[config.mk]
export PLATFORM = sky130hd
export DESIGN_NAME = fetch_unit_flat
export DESIGN_NICKNAME = d
export VERILOG_FILES = /design/src/rtl/fetch_pkg.sv /design/src/rtl/fetch_unit_if.sv /design/src/rtl/fetch_queue.sv /design/src/rtl/fetch_unit.sv /design/src/flat_wrapper.sv
export SDC_FILE = /design/constraint.sdc
export NUM_CORES = 1
export LEC_CHECK = 0
export BUFFER_PORTS_ARGS = -buffer_cell sky130_fd_sc_hd__buf_2
export CAP_MARGIN = 15
export CORE_MARGIN = 4
export CORE_UTILIZATION = 25
export CTS_CLUSTER_SIZE = 16
export DETAILED_ROUTE_END_ITERATION = 7
export PLACE_DENSITY_LB_ADDON = 0.05
export SLEW_MARGIN = 15
export SYNTH_ARGS = -nofsm -noshare
export SYNTH_HDL_FRONTEND = slang
export SYNTH_SLANG_ARGS = --single-unit
[constraint.sdc]
create_clock -name clk -period 3.42 [get_ports clk]
set_input_delay 0.513 -clock clk [delete_from_list [all_inputs] [get_ports clk]]
set_output_delay 0.513 -clock clk [all_outputs]
set_load 0.05 [all_outputs]
[src/rtl/fetch_pkg.sv]
// Shared types and constants for the instruction fetch stage.
package fetch_pkg;

    localparam int XLEN = 16;
    localparam logic [XLEN-1:0] HALT_WORD = 16'hFFFF;

    typedef struct packed {
        logic [XLEN-1:0] pc;
        logic [XLEN-1:0] data;
    } fetch_entry_t;

endpackage

[src/rtl/fetch_unit_if.sv]
// Fetch stage bus: imem request/response, decode delivery, execute redirect, halt status.
interface fetch_unit_if;
    import fetch_pkg::*;

    logic            imem_req_valid;
    logic [XLEN-1:0] imem_req_addr;
    logic            imem_req_ready;
    logic            imem_rsp_valid;
    logic [XLEN-1:0] imem_rsp_data;
    logic            inst_valid;
    logic [XLEN-1:0] inst_data;
    logic [XLEN-1:0] inst_pc;
    logic            inst_ready;
    logic            redirect_valid;
    logic [XLEN-1:0] redirect_pc;
    logic            halted;

    modport master (
        output imem_req_valid, imem_req_addr,
        input  imem_req_ready, imem_rsp_valid, imem_rsp_data,
        output inst_valid, inst_data, inst_pc,
        input  inst_ready, redirect_valid, redirect_pc,
        output halted
    );

    modport slave (
        input  imem_req_valid, imem_req_addr,
        output imem_req_ready, imem_rsp_valid, imem_rsp_data,
        input  inst_valid, inst_data, inst_pc,
        output inst_ready, redirect_valid, redirect_pc,
        input  halted
    );

endinterface

[src/rtl/fetch_queue.sv]
// Synchronous FIFO of fetched {pc, data} entries with flush and occupancy count.
module fetch_queue
    import fetch_pkg::*;
#(
    parameter int DEPTH = 4
) (
    input  logic                   clk,
    input  logic                   rst_n,
    input  logic                   i_push,
    input  logic                   i_pop,
    input  logic                   i_flush,
    input  fetch_entry_t           i_wdata,
    output fetch_entry_t           o_rdata,
    output logic                   o_empty,
    output logic [$clog2(DEPTH):0] o_count
);

    localparam int AW = $clog2(DEPTH);

    fetch_entry_t    r_mem [DEPTH];
    logic [AW-1:0]   r_wptr;
    logic [AW-1:0]   r_rptr;
    logic [AW:0]     r_count;

    always_ff @(posedge clk or negedge rst_n) begin
        if (!rst_n) begin
            r_wptr  <= '0;
            r_rptr  <= '0;
            r_count <= '0;
        end else if (i_flush) begin
            r_wptr  <= '0;
            r_rptr  <= '0;
            r_count <= '0;
        end else begin
            if (i_push)
                r_wptr <= r_wptr + AW'(1);
            if (i_pop)
                r_rptr <= r_rptr + AW'(1);
            if (i_push && !i_pop)
                r_count <= r_count + (AW+1)'(1);
            else if (!i_push && i_pop)
                r_count <= r_count - (AW+1)'(1);
        end
    end

    // Storage carries no reset; consumers qualify the head with o_empty.
    always_ff @(posedge clk) begin
        if (i_push && !i_flush)
            r_mem[r_wptr] <= i_wdata;
    end

    assign o_rdata = r_mem[r_rptr];
    assign o_empty = (r_count == '0);
    assign o_count = r_count;

endmodule

[src/rtl/fetch_unit.sv]
// Instruction fetch stage: credit-limited imem requests, in-order response buffering, redirect flush.
// Optional halt-word detection is enabled by defining FETCH_HALT_DETECT_EN.
module fetch_unit
    import fetch_pkg::*;
#(
    parameter int          DEPTH           = 4,
    parameter int          MAX_OUTSTANDING = 2,
    parameter logic [15:0] RESET_PC        = 16'h0000
) (
    input  logic         clk,
    input  logic         rst_n,
    fetch_unit_if.master io_bus
);

    localparam int CW = $clog2(DEPTH) + 1;
    localparam logic [CW-1:0] MAX_OUT_C = CW'(MAX_OUTSTANDING);
    localparam logic [CW:0]   DEPTH_C   = (CW+1)'(DEPTH);

    logic [XLEN-1:0] r_fetch_pc;
    logic [XLEN-1:0] r_rsp_pc;
    logic [CW-1:0]   r_outstanding;
    logic [CW-1:0]   r_drop;
    logic            r_stop;
    logic            r_halted;

    logic            w_redir;
    logic            w_issue;
    logic            w_req_fire;
    logic            w_rsp;
    logic            w_keep;
    logic            w_pop;
    logic            w_inst_valid;
    logic            w_halt_hit;
    logic            w_halt_pop;
    logic            w_empty;
    logic [CW-1:0]   w_count;
    logic [CW:0]     w_inflight;
    logic [CW-1:0]   w_out_next;
    fetch_entry_t    w_head;
    fetch_entry_t    w_push_entry;

    fetch_queue #(.DEPTH(DEPTH)) u_queue (
        .clk     (clk),
        .rst_n   (rst_n),
        .i_push  (w_keep),
        .i_pop   (w_pop),
        .i_flush (w_redir),
        .i_wdata (w_push_entry),
        .o_rdata (w_head),
        .o_empty (w_empty),
        .o_count (w_count)
    );

    // Queued plus in-flight words never exceed DEPTH, so a response always has a slot.
    always_comb begin
        w_redir      = io_bus.redirect_valid;
        w_inflight   = {1'b0, w_count} + {1'b0, r_outstanding};
        w_issue      = rst_n && !w_redir && !r_stop &&
                       (r_outstanding < MAX_OUT_C) && (w_inflight < DEPTH_C);
        w_req_fire   = w_issue && io_bus.imem_req_ready;
        w_rsp        = io_bus.imem_rsp_valid;
        w_keep       = w_rsp && (r_drop == '0) && !w_redir;
        w_inst_valid = !w_empty && !w_redir;
        w_pop        = w_inst_valid && io_bus.inst_ready;
        w_push_entry = '{pc: r_rsp_pc, data: io_bus.imem_rsp_data};
        w_out_next   = r_outstanding;
        if (w_req_fire && !w_rsp)
            w_out_next = r_outstanding + CW'(1);
        else if (!w_req_fire && w_rsp)
            w_out_next = r_outstanding - CW'(1);
`ifdef FETCH_HALT_DETECT_EN
        w_halt_hit   = w_keep && (io_bus.imem_rsp_data == HALT_WORD);
        w_halt_pop   = w_pop && (w_head.data == HALT_WORD);
`else
        w_halt_hit   = 1'b0;
        w_halt_pop   = 1'b0;
`endif
    end

    always_ff @(posedge clk or negedge rst_n) begin
        if (!rst_n) begin
            r_fetch_pc    <= RESET_PC;
            r_rsp_pc      <= RESET_PC;
            r_outstanding <= '0;
            r_drop        <= '0;
            r_stop        <= 1'b0;
            r_halted      <= 1'b0;
        end else begin
            r_outstanding <= w_out_next;
            if (w_redir) begin
                // Everything still in flight after this cycle belongs to the old path.
                r_fetch_pc <= io_bus.redirect_pc;
                r_rsp_pc   <= io_bus.redirect_pc;
                r_drop     <= w_out_next;
                r_stop     <= 1'b0;
                r_halted   <= 1'b0;
            end else begin
                if (w_req_fire)
                    r_fetch_pc <= r_fetch_pc + 16'd1;
                if (w_keep)
                    r_rsp_pc <= r_rsp_pc + 16'd1;
                if (w_halt_hit) begin
                    r_stop <= 1'b1;
                    r_drop <= w_out_next;
                end else if (w_rsp && (r_drop != '0)) begin
                    r_drop <= r_drop - CW'(1);
                end
                if (w_halt_pop)
                    r_halted <= 1'b1;
            end
        end
    end

    assign io_bus.imem_req_valid = w_issue;
    assign io_bus.imem_req_addr  = r_fetch_pc;
    assign io_bus.inst_valid     = w_inst_valid;
    assign io_bus.inst_data      = w_inst_valid ? w_head.data : '0;
    assign io_bus.inst_pc        = w_inst_valid ? w_head.pc   : '0;
    assign io_bus.halted         = r_halted;

endmodule

[src/flat_wrapper.sv]
// flat-port wrapper written by rule: the top's interface ports become plain ports
module fetch_unit_flat import fetch_pkg::*;
#(
    parameter int          DEPTH           = 4,
    parameter int          MAX_OUTSTANDING = 2,
    parameter logic [15:0] RESET_PC        = 16'h0000
)
  (clk, rst_n, io_bus_imem_req_valid, io_bus_imem_req_addr, io_bus_imem_req_ready, io_bus_imem_rsp_valid, io_bus_imem_rsp_data, io_bus_inst_valid, io_bus_inst_data, io_bus_inst_pc, io_bus_inst_ready, io_bus_redirect_valid, io_bus_redirect_pc, io_bus_halted);
  fetch_unit_if io_bus_i ();
  input  logic clk;
  input  logic rst_n;
  output wire logic [$bits(io_bus_i.imem_req_valid)-1:0] io_bus_imem_req_valid;
  output wire logic [$bits(io_bus_i.imem_req_addr)-1:0] io_bus_imem_req_addr;
  input wire logic [$bits(io_bus_i.imem_req_ready)-1:0] io_bus_imem_req_ready;
  input wire logic [$bits(io_bus_i.imem_rsp_valid)-1:0] io_bus_imem_rsp_valid;
  input wire logic [$bits(io_bus_i.imem_rsp_data)-1:0] io_bus_imem_rsp_data;
  output wire logic [$bits(io_bus_i.inst_valid)-1:0] io_bus_inst_valid;
  output wire logic [$bits(io_bus_i.inst_data)-1:0] io_bus_inst_data;
  output wire logic [$bits(io_bus_i.inst_pc)-1:0] io_bus_inst_pc;
  input wire logic [$bits(io_bus_i.inst_ready)-1:0] io_bus_inst_ready;
  input wire logic [$bits(io_bus_i.redirect_valid)-1:0] io_bus_redirect_valid;
  input wire logic [$bits(io_bus_i.redirect_pc)-1:0] io_bus_redirect_pc;
  output wire logic [$bits(io_bus_i.halted)-1:0] io_bus_halted;
  assign io_bus_imem_req_valid = io_bus_i.imem_req_valid;
  assign io_bus_imem_req_addr = io_bus_i.imem_req_addr;
  assign io_bus_i.imem_req_ready = io_bus_imem_req_ready;
  assign io_bus_i.imem_rsp_valid = io_bus_imem_rsp_valid;
  assign io_bus_i.imem_rsp_data = io_bus_imem_rsp_data;
  assign io_bus_inst_valid = io_bus_i.inst_valid;
  assign io_bus_inst_data = io_bus_i.inst_data;
  assign io_bus_inst_pc = io_bus_i.inst_pc;
  assign io_bus_i.inst_ready = io_bus_inst_ready;
  assign io_bus_i.redirect_valid = io_bus_redirect_valid;
  assign io_bus_i.redirect_pc = io_bus_redirect_pc;
  assign io_bus_halted = io_bus_i.halted;
  fetch_unit #(.DEPTH(DEPTH), .MAX_OUTSTANDING(MAX_OUTSTANDING), .RESET_PC(RESET_PC)) u_core (.clk(clk), .rst_n(rst_n), .io_bus(io_bus_i));
endmodule
* Word level (Yosys, flattened, before mapping) *
Memories as Yosys holds them, arrays and structs flattened.
Index checks and enable logic that the tools add are counted.
Widths: inputs -> output; s select.

storage, ports and cells
  flip-flop bits (word level) = 45
  memory bits (writable) = 128
  output and inout port bits = 51
  logic and storage cells = 67
  memories kept = 1

memories
  memory                words  bits a word  rd ports  clocked after memory_dff  write ports  RTL line           RTL
  u_core.u_queue.r_mem  4      32           1         0                         1            fetch_queue.sv:20  fetch_entry_t r_mem [DEPTH];

cells by class
  add/subtract/negate cells = 10
  $lt $le $gt $ge = 2
  multiplexer cells = 19
  reduce and logical (&&, ||, !) cells = 28

operators by type and width
  cell                   number
  $mux 16                6
  $add 16x1->16 const B  2
  $mux 3                 7
  $logic_and 1x1->1      14
  $sub 3x1->3 const B    3
  $mux 2                 4
  $reduce_bool 2->1      4
  $add 3x1->3 const B    2
  $logic_not 1->1        6
  $logic_not 3->1        2
  $reduce_bool 3->1      2
  $add 2x1->2 const B    2
  $add 3x3->4            1
  $lt 4x3->1 const B     1
  $lt 3x2->1 const B     1
  $mux 1                 2

* Longest topological paths before layout *
Gate-level depths: netlist of the first run.

  depth after elaboration = 10
  mapped depth = 9

* Modules after synthesis *
A second synthesis of the first run with hierarchy kept.

second synthesis, totals
  cells, all modules = 486
  area, all modules = 7495.9 sq um

modules (own cells, without submodules)
  module       instances  cells an instance  area each (sq um)  sequential area each (sq um)
  fetch_queue  1          211                5091.1             4018.9
  fetch_unit   1          275                2404.8             950.9

* Worst setup path before layout of the first run *
Ideal clock, no wire load.

  kind = input to output
  start = input io_bus_redirect_valid
  end = output io_bus_inst_data[10]
  arrival time = 2.084 ns
  data required time = 2.907 ns
  path slack = 0.823 ns
  stages = 5
  cells stage by stage = buf_6 or2_1 inv_1 clkbuf_1 and2_1

between the ends
  cells in the longest elaborated chain, start to end = 3

ends and longest elaborated chain
  what                         RTL line            RTL
  start, declared              flat_wrapper.sv:21  input wire logic [$bits(io_bus_i.redirect_valid)-1:0] io_bus_redirect_valid;
  $logic_not 1->1              fetch_unit.sv:63    w_inst_valid = !w_empty && !w_redir;
  $logic_and 1x1->1            fetch_unit.sv:63
  named net io_bus_inst_valid  flat_wrapper.sv:17  output wire logic [$bits(io_bus_i.inst_valid)-1:0] io_bus_inst_valid;
  $mux 16                      fetch_unit.sv:117   assign io_bus.inst_data = w_inst_valid ? w_head.data : '0;
  end, declared                flat_wrapper.sv:18  output wire logic [$bits(io_bus_i.inst_data)-1:0] io_bus_inst_data;

The timed path passes the listed nets, and every way through them passes these cells.

* Worst setup path after layout of the first run *
  start = register u_core.u_queue.r_rptr[0]
  end = output io_bus_inst_data[2]

between the ends
  cells in the longest elaborated chain, start to end = 2

ends and longest elaborated chain
  what                    RTL line           RTL
  start, declared         fetch_queue.sv:22  logic [AW-1:0] r_rptr;
  start signal, assigned  fetch_queue.sv:38  r_rptr <= r_rptr + AW'(1);
  $mem_v2 4x32            n/a
  $mux 16                 fetch_unit.sv:117

Every way passes these cells.

==> impl_metrics.toml, run 1 <==
[synthesis]
synthTopCellsByArea = "edfxtp_1 (50%), dfrtp_1 (15%), mux4_2 (9.5%)"
synth.most_common_cell = "edfxtp_1"
synth_top_area_share_pct = 50.48
synth_common_cells = "edfxtp_1 (128), dfrtp_1 (45), nand2_1 (38)"
synthMuxAreaShare_pct = 10.52
synth_area_per_cell_um2 = 14.99
async_flop_share_pct = 26.01
synthXorXnorAreaFrac_pct = 2.530
netlist_area_um2 = 7615
synth-edff-count = 128
synthAdderAreaFrac_pct = 2.235
syn-num-nets = 559
yosys.area.top_type = "edfxtp_1"
synth.ff_latch_count = 173
ys_seq_area_share_pct = 65.26
synth_top_family_by_area = "simple AND/OR/NAND/NOR gates"
synth-main-ff-cell = "edfxtp_1"
synthDistinctLibCells = 57
postSynthCellCount = 508
synth_compound_area_share_pct = 5.307
synth-simple-area-share_pct = 11.14
ys_warn_count = 0

[setup_path]
cp-startpoint = "u_core.u_queue.r_rptr[0]"
rr_startpoint = "u_core.r_drop[0]"
path_class = "reg -> out"
crit_path_max_incr_delay_ps = 680
r2r_slack_ps = 950
cp-start-kind = "register"
worstSetupEndpointType = "output pin"
crit_slowest_cell = "dfrtp_2"
critical_path.cell_chain = "buf_4 -> mux4_2 -> and2_1 -> buf_2"
crit-reg2reg-capture = "u_core.u_queue.o_count[1]"
arrival_ps = 2330
ff2ff_path_depth = 9
worstPathRequired_ps = 2910
crit_end = "io_bus_inst_data[2]"
cp_max_fo = 13

[cts]
ctsHtreeMaxLevel = 4
cts_tree = "built"
cts_buffers = 17
cts_hold_buf = 0
cts.sink_count = 173
clkTransAtPathRegs_ps = 80
clockBufferDepth = 2
cts_setup_buffers = 0
clockRootBuffer = "clkbuf_16"
clock_latency_ps = 430
post_cts_resize_count = 0

[drt]
drt_wl_total_um = 18160
viasPerCell = 4.472
drc = 0
first_pass_iters = 6
routedWlPerCell_um = 18.11
vias = 4485
drtAntennaViolNets = 0
drt_iter0_drc = 189

[grt]
grt_max_degree = 46
grt_pass1_vias = 4726
grt_pass1_wl_um = 28690
grt-ovfl-total = 0
globalRouteTotalUtil_pct = 11.20
antenna_found_initial = 0

[die]
core_um2 = 29870
rows = 63
initial_utilization_pct = 25.49
ios = 89
die_x_um = 182.5
dieHeight_um = 182.5
die_area_um2 = 33320

[timing]
fin_worst_skew_ps = 17.16
final_max_slew_viol_count = 0
worst_slew_margin_rel_pct = 56.38
tightest_slew_ps = 654.3
hold_viol_final = 0
min_period_ps = 2839
setup_violations = 0
rsz0062_at_grt = "no"
period_share_pct = 83.01
fmax_mhz = 352.2
final.setup.tns_ps = 0

[power]
cellLeakagePower_nw = 3.328
peakVddDrop_mv = 0.3050
p_per_area_nw_per_um2 = 646.9

[layout]
syn_to_final_growth_pct = 20.26
diodes = 0
fin_area_um2 = 9158
fin_nets = 651
drive_above_1_share_pct = 30.83

[placed_design]
place_area_um2 = 8558
post-dp-hpwl_um = 11950
gp_congestion = 0.7553
numPortBuffers = 87

[flow_run]
maxCapViolCount = 0

[worst_hold_path]
hp-class = "in -> async"

[status]
status = "completed"
## sequential cells by signal, summed over array words and instances, names as in the netlist
name                         flops
u_core.u_queue.r_mem           128
u_core.u_queue.r_wptr            2
u_core.r_outstanding             3
u_core.u_queue.o_count           3
u_core.u_queue.r_rptr            2
u_core.r_drop                    3
u_core.r_rsp_pc                 16
u_core.io_bus.imem_req_addr     16
## power breakdown
part	leakage [nW]	internal, mW	switching (mW)
clock network	0.291	1.05	0.899
logic	1.33	0.515	0.882
registers	1.71	2.41	0.175
## cells by family after synthesis
kind of cell | after synthesis
muxes | 39
other | 1
DFF | 173
adders and majority gates | 13
xor gates and xnor gates | 22
and+or+nand+nor | 146
AOI/OAI and AO/OA | 64
buffers and inverters | 50
## critical path: cells and delay by family, from the launching register on
kind | cells | cell delay [ps]
flops | 1 | 680
buf+inv | 2 | 540
mux | 1 | 510
simple gates | 1 | 180
## final cells by class
type                       instances  area (um^2)
clock buffer                      17        425.4
clock inverter                    15        173.9
fill                            2999        20720
inverter                          25        93.84
multi-input combinational        285         2425
sequential                       173         4971
tap                              390        488.0
timing repair buffer              98        580.6
## worst min-delay path by stage
stage,end,slack (ps)
after floorplan,u_core.io_bus.imem_req_addr[0],220
after global placement,u_core.u_queue.r_rptr[1],460
after detailed placement,u_core.u_queue.r_rptr[1],470
after CTS,u_core.u_queue.r_mem[2][11],280
after global routing,u_core.u_queue.r_mem[2][11],280
final,u_core.io_bus.imem_req_addr[11],270
## metal layers
metal | vias up | wire [um] | share of wire [%] | track usage (%)
li1 | 2104 | - | - | -
met1 | 2257 | 8509 | 47 | 15.28
met2 | 110 | 8561 | 47 | 18.03
met3 | 14 | 875 | 4.8 | 2.352
met4 | 0 | 216 | 1.2 | 3.332
met5 | - | 0 | 0 | 0
## cells in the final DEF, fill, tap and decap left out, types with 5 or more instances in the layout
cell type | netlist | layout
nand4_1 | 9 | 9
buf_2 | 6 | 87
a21oi_1 | 14 | 14
nor3_1 | 12 | 12
nand2_1 | 38 | 38
o21ai_1 | 16 | 16
buf_12 | 0 | 5
nor3_2 | 5 | 5
nand3_1 | 10 | 10
inv_8 | 0 | 5
clkbuf_16 | 0 | 17
edfxtp_1 | 128 | 128
mux4_2 | 32 | 32
inv_1 | 23 | 23
ha_1 | 12 | 12
xnor2_1 | 19 | 19
nor2_1 | 8 | 8
buf_4 | 4 | 6
and2_1 | 35 | 35
dfrtp_1 | 45 | 44
## per-stage QoR
step	setup slack (ps)	utilization [%]	hold WS [ps]	power, mW	std cells
3_5_place_dp	912.1	28.65	466.4	4.064	971
3_3_place_gp	955.4	28.65	459.5	4.047	971
6_report	581.0	30.65	272.5	5.924	1003
5_1_grt	413.6	30.65	276.4	6.265	1003
4_1_cts	487.5	30.65	279.4	6.042	1003
2_1_floorplan	822.9	-	217.4	3.641	508
No activity file was read; power rests on OpenSTA's default activity.
==> run 2: changes to the inputs <==
Settings changed: ABC_AREA from default to 1.
Clock period 3.42 ns to 2.7 ns, I/O delays scaled along.
==> run 2 against run 1 <==
  * Via count is 23% higher
  * Non-clock buffer count is 14 higher
  * Synthesized cell count is 47% higher
  * Sequential share of layout area is 2.7 points lower
  * Critical endpoint is now io_bus_inst_pc[4]
  * Highest routed layer unchanged
==> impl_metrics.toml, run 2 <==
[status]
status = "completed"

[drt]
drc = 0
routedWlPerCell_um = 16.82
viasPerCell = 4.398
vias = 5515
first_pass_iters = 4
drt_iter0_drc = 306
drtAntennaViolNets = 0
drt_wl_total_um = 21090

[grt]
globalRouteTotalUtil_pct = 12.67
grtUsageMet1_pct = 16.71
top_usage_layer = "met2"
grt_use_met3_pct = 2.526
grt_pass1_vias = 5710
grt-ovfl-total = 0
grt_max_degree = 43
use_met2_pct = 21.56
antenna_found_initial = 0
grt_pass1_wl_um = 33020

[synthesis]
postSynthCellCount = 748
synth-edff-count = 128
synth.most_common_cell = "nor2_1"
synth_common_cells = "nor2_1 (154), edfxtp_1 (128), nand2_1 (100)"
netlist_area_um2 = 7766
synth_area_per_cell_um2 = 10.38
synthTopCellsByArea = "edfxtp_1 (49%), dfrtp_1 (14%), nor2_1 (7.4%)"
ys_warn_count = 0
async_flop_share_pct = 26.01
synth-main-ff-cell = "edfxtp_1"
synth_top_area_share_pct = 49.49
ys_seq_area_share_pct = 63.99
synth.ff_latch_count = 173
synthDistinctLibCells = 35
yosys.area.top_type = "edfxtp_1"
syn-num-nets = 799

[layout]
multi_input_comb_area_um2 = 2603
layout_commonest_cell = "nor2_1"
top_register = "u_core.u_queue.r_mem"
diodes = 0
final_cells = 1254
drive_above_1_share_pct = 23.08
syn_to_final_growth_pct = 24.15
largest_reg_flops = 128
final_util_pct = 31.52
filler_cell_count = 3157
final_cell_mix = "nor2_1 (150), edfxtp_1 (128), nand2_1 (100), buf_2 (80), o21ai_0 (71)"
seqCellArea_um2 = 4974
fin_area_um2 = 9642
fin_nets = 896

[placed_design]
place_area_um2 = 9061
numPortBuffers = 87
post-dp-hpwl_um = 14240
gp_congestion = 0.7648
post-place-ws_ps = 450.5
place_inst = 1221

[power]
sequentialPowerShare_pct = 39.2
sw_frac_of_total_pct = 38.90
peakVddDrop_mv = 0.4251
p_sw_mw = 3.358
cellLeakagePower_nw = 3.693
p_per_area_nw_per_um2 = 895.4
clkPwrFrac_pct = 28.0
p_total_mw = 8.633
power_frac_comb_pct = 32.7
internal-power_mw = 5.275

[timing]
final_max_slew_viol_count = 0
setup_violations = 0
fmax_mhz = 399.1
fin_worst_skew_ps = 10.35
worst_slew_margin_rel_pct = 61.23
final.setup.tns_ps = 0
fin_hold_ws_ps = 197.8
rsz0062_at_grt = "no"
min_period_ps = 2506
tightest_slew_ps = 581.6
hold_viol_final = 0
period_share_pct = 92.80
finalWorstSetupSlack_ps = 194.4

[setup_path]
worstPathRequired_ps = 2300
worstSetupEndpointType = "output pin"
cp-start-kind = "register"
arrival_ps = 2100
critical_path.cell_chain = "inv_2 -> buf_4 -> o21ai_0 -> a21oi_2 -> buf_2"
cp_max_fo = 24
path_class = "reg -> out"
crit_path_max_incr_delay_ps = 610
crit_slowest_cell = "dfrtp_4"

[cts]
cts.sink_count = 173
clockBufferDepth = 2
clkTransAtPathRegs_ps = 70
cts_buffers = 17
clockRootBuffer = "clkbuf_16"
ctsHtreeMaxLevel = 4
clock_latency_ps = 430
cts_tree = "built"

[flow_run]
maxCapViolCount = 0

[die]
ios = 89
die_area_um2 = 33950
initial_utilization_pct = 25.39
dieHeight_um = 184.3
die_x_um = 184.3
core_um2 = 30590
rows = 64

[worst_hold_path]
hp-class = "in -> reg"
## run 2: cell types whose count changed after synthesis, sizes merged, moves of 11 or more
cell,previous run,this run
mux4,32,0
and2,36,0
o21ai,20,83
xor2,3,16
xnor2,19,8
a21oi,15,38
nor3,17,6
inv,25,48
nor2,8,160
o211ai,4,15
nand3,10,34
nand2,39,103
## run 2: final cells by class
type,count,area share (%)
Clock buffer,19,4.490
Clock inverter,13,1.376
Inverter,49,1.934
Multi-Input combinational cell,492,26.99
Sequential cell,173,51.58
Tap cell,396,5.139
Timing Repair Buffer,112,8.487
## run 2: path summary, 6_finish.rpt
check	from	endpoint	slack [ps]	cells after the start
max	u_core.u_queue.r_rptr[0]	io_bus_inst_pc[4]	190	5
min	io_bus_imem_rsp_data[8]	u_core.u_queue.r_mem[1][8]	200	1
max reg2reg	u_core.u_queue.o_count[2]	u_core.u_queue.o_count[2]	500	10
min reg2reg	u_core.r_drop[2]	u_core.r_drop[2]	550	2
max in group asynchronous	rst_n	u_core.u_queue.r_rptr[0]	1470	3
min in group asynchronous	rst_n	u_core.u_queue.o_count[2]	350	2
## run 2: cells by family after synthesis
kind of cell    count (synthesis)  synth area share, %
fa+ha+maj                      13                2.191
compound gates                143                9.989
other cells                     1              0.04829
simple gates                  311                16.74
buf+inv                        83                4.334
flops                         173                63.99
xor+xnor                       24                2.707
## run 2: what timing repair did
item / 4_1_cts / 5_1_grt
endpoints found under the hold margin: 3 / 0
gates resized for setup: 1 / 1
setup buffers: 0 / 0
hold buffers: 1 / 0
setup endpoints to repair: 1 / 7
## run 2: layer usage
metal / vias to the layer above / share of wire [%] / wire length (um)
li1: 2738 / - / -
met1: 2674 / 46 / 9768
met5: - / 0 / 0
met4: 0 / 0.89 / 187
met3: 12 / 3.0 / 631
met2: 91 / 50 / 10500
## run 2: power groups by stage
stage | Clock, mW | Combinational, mW | Sequential, mW
detailed placement | 0 | 2.90 | 3.44
CTS | 2.50 | 2.90 | 3.38
global route | 2.59 | 3.14 | 3.42
finish | 2.42 | 2.83 | 3.38
global placement | 0 | 2.87 | 3.43
floorplan | 0 | 1.92 | 3.43
## run 2: critical path: cells and delay by family, from the launching register on
family	cells	cell delay, ps
AO/OA/AOI/OAI	2	310
buffers and inverters	3	740
flip-flops	1	610
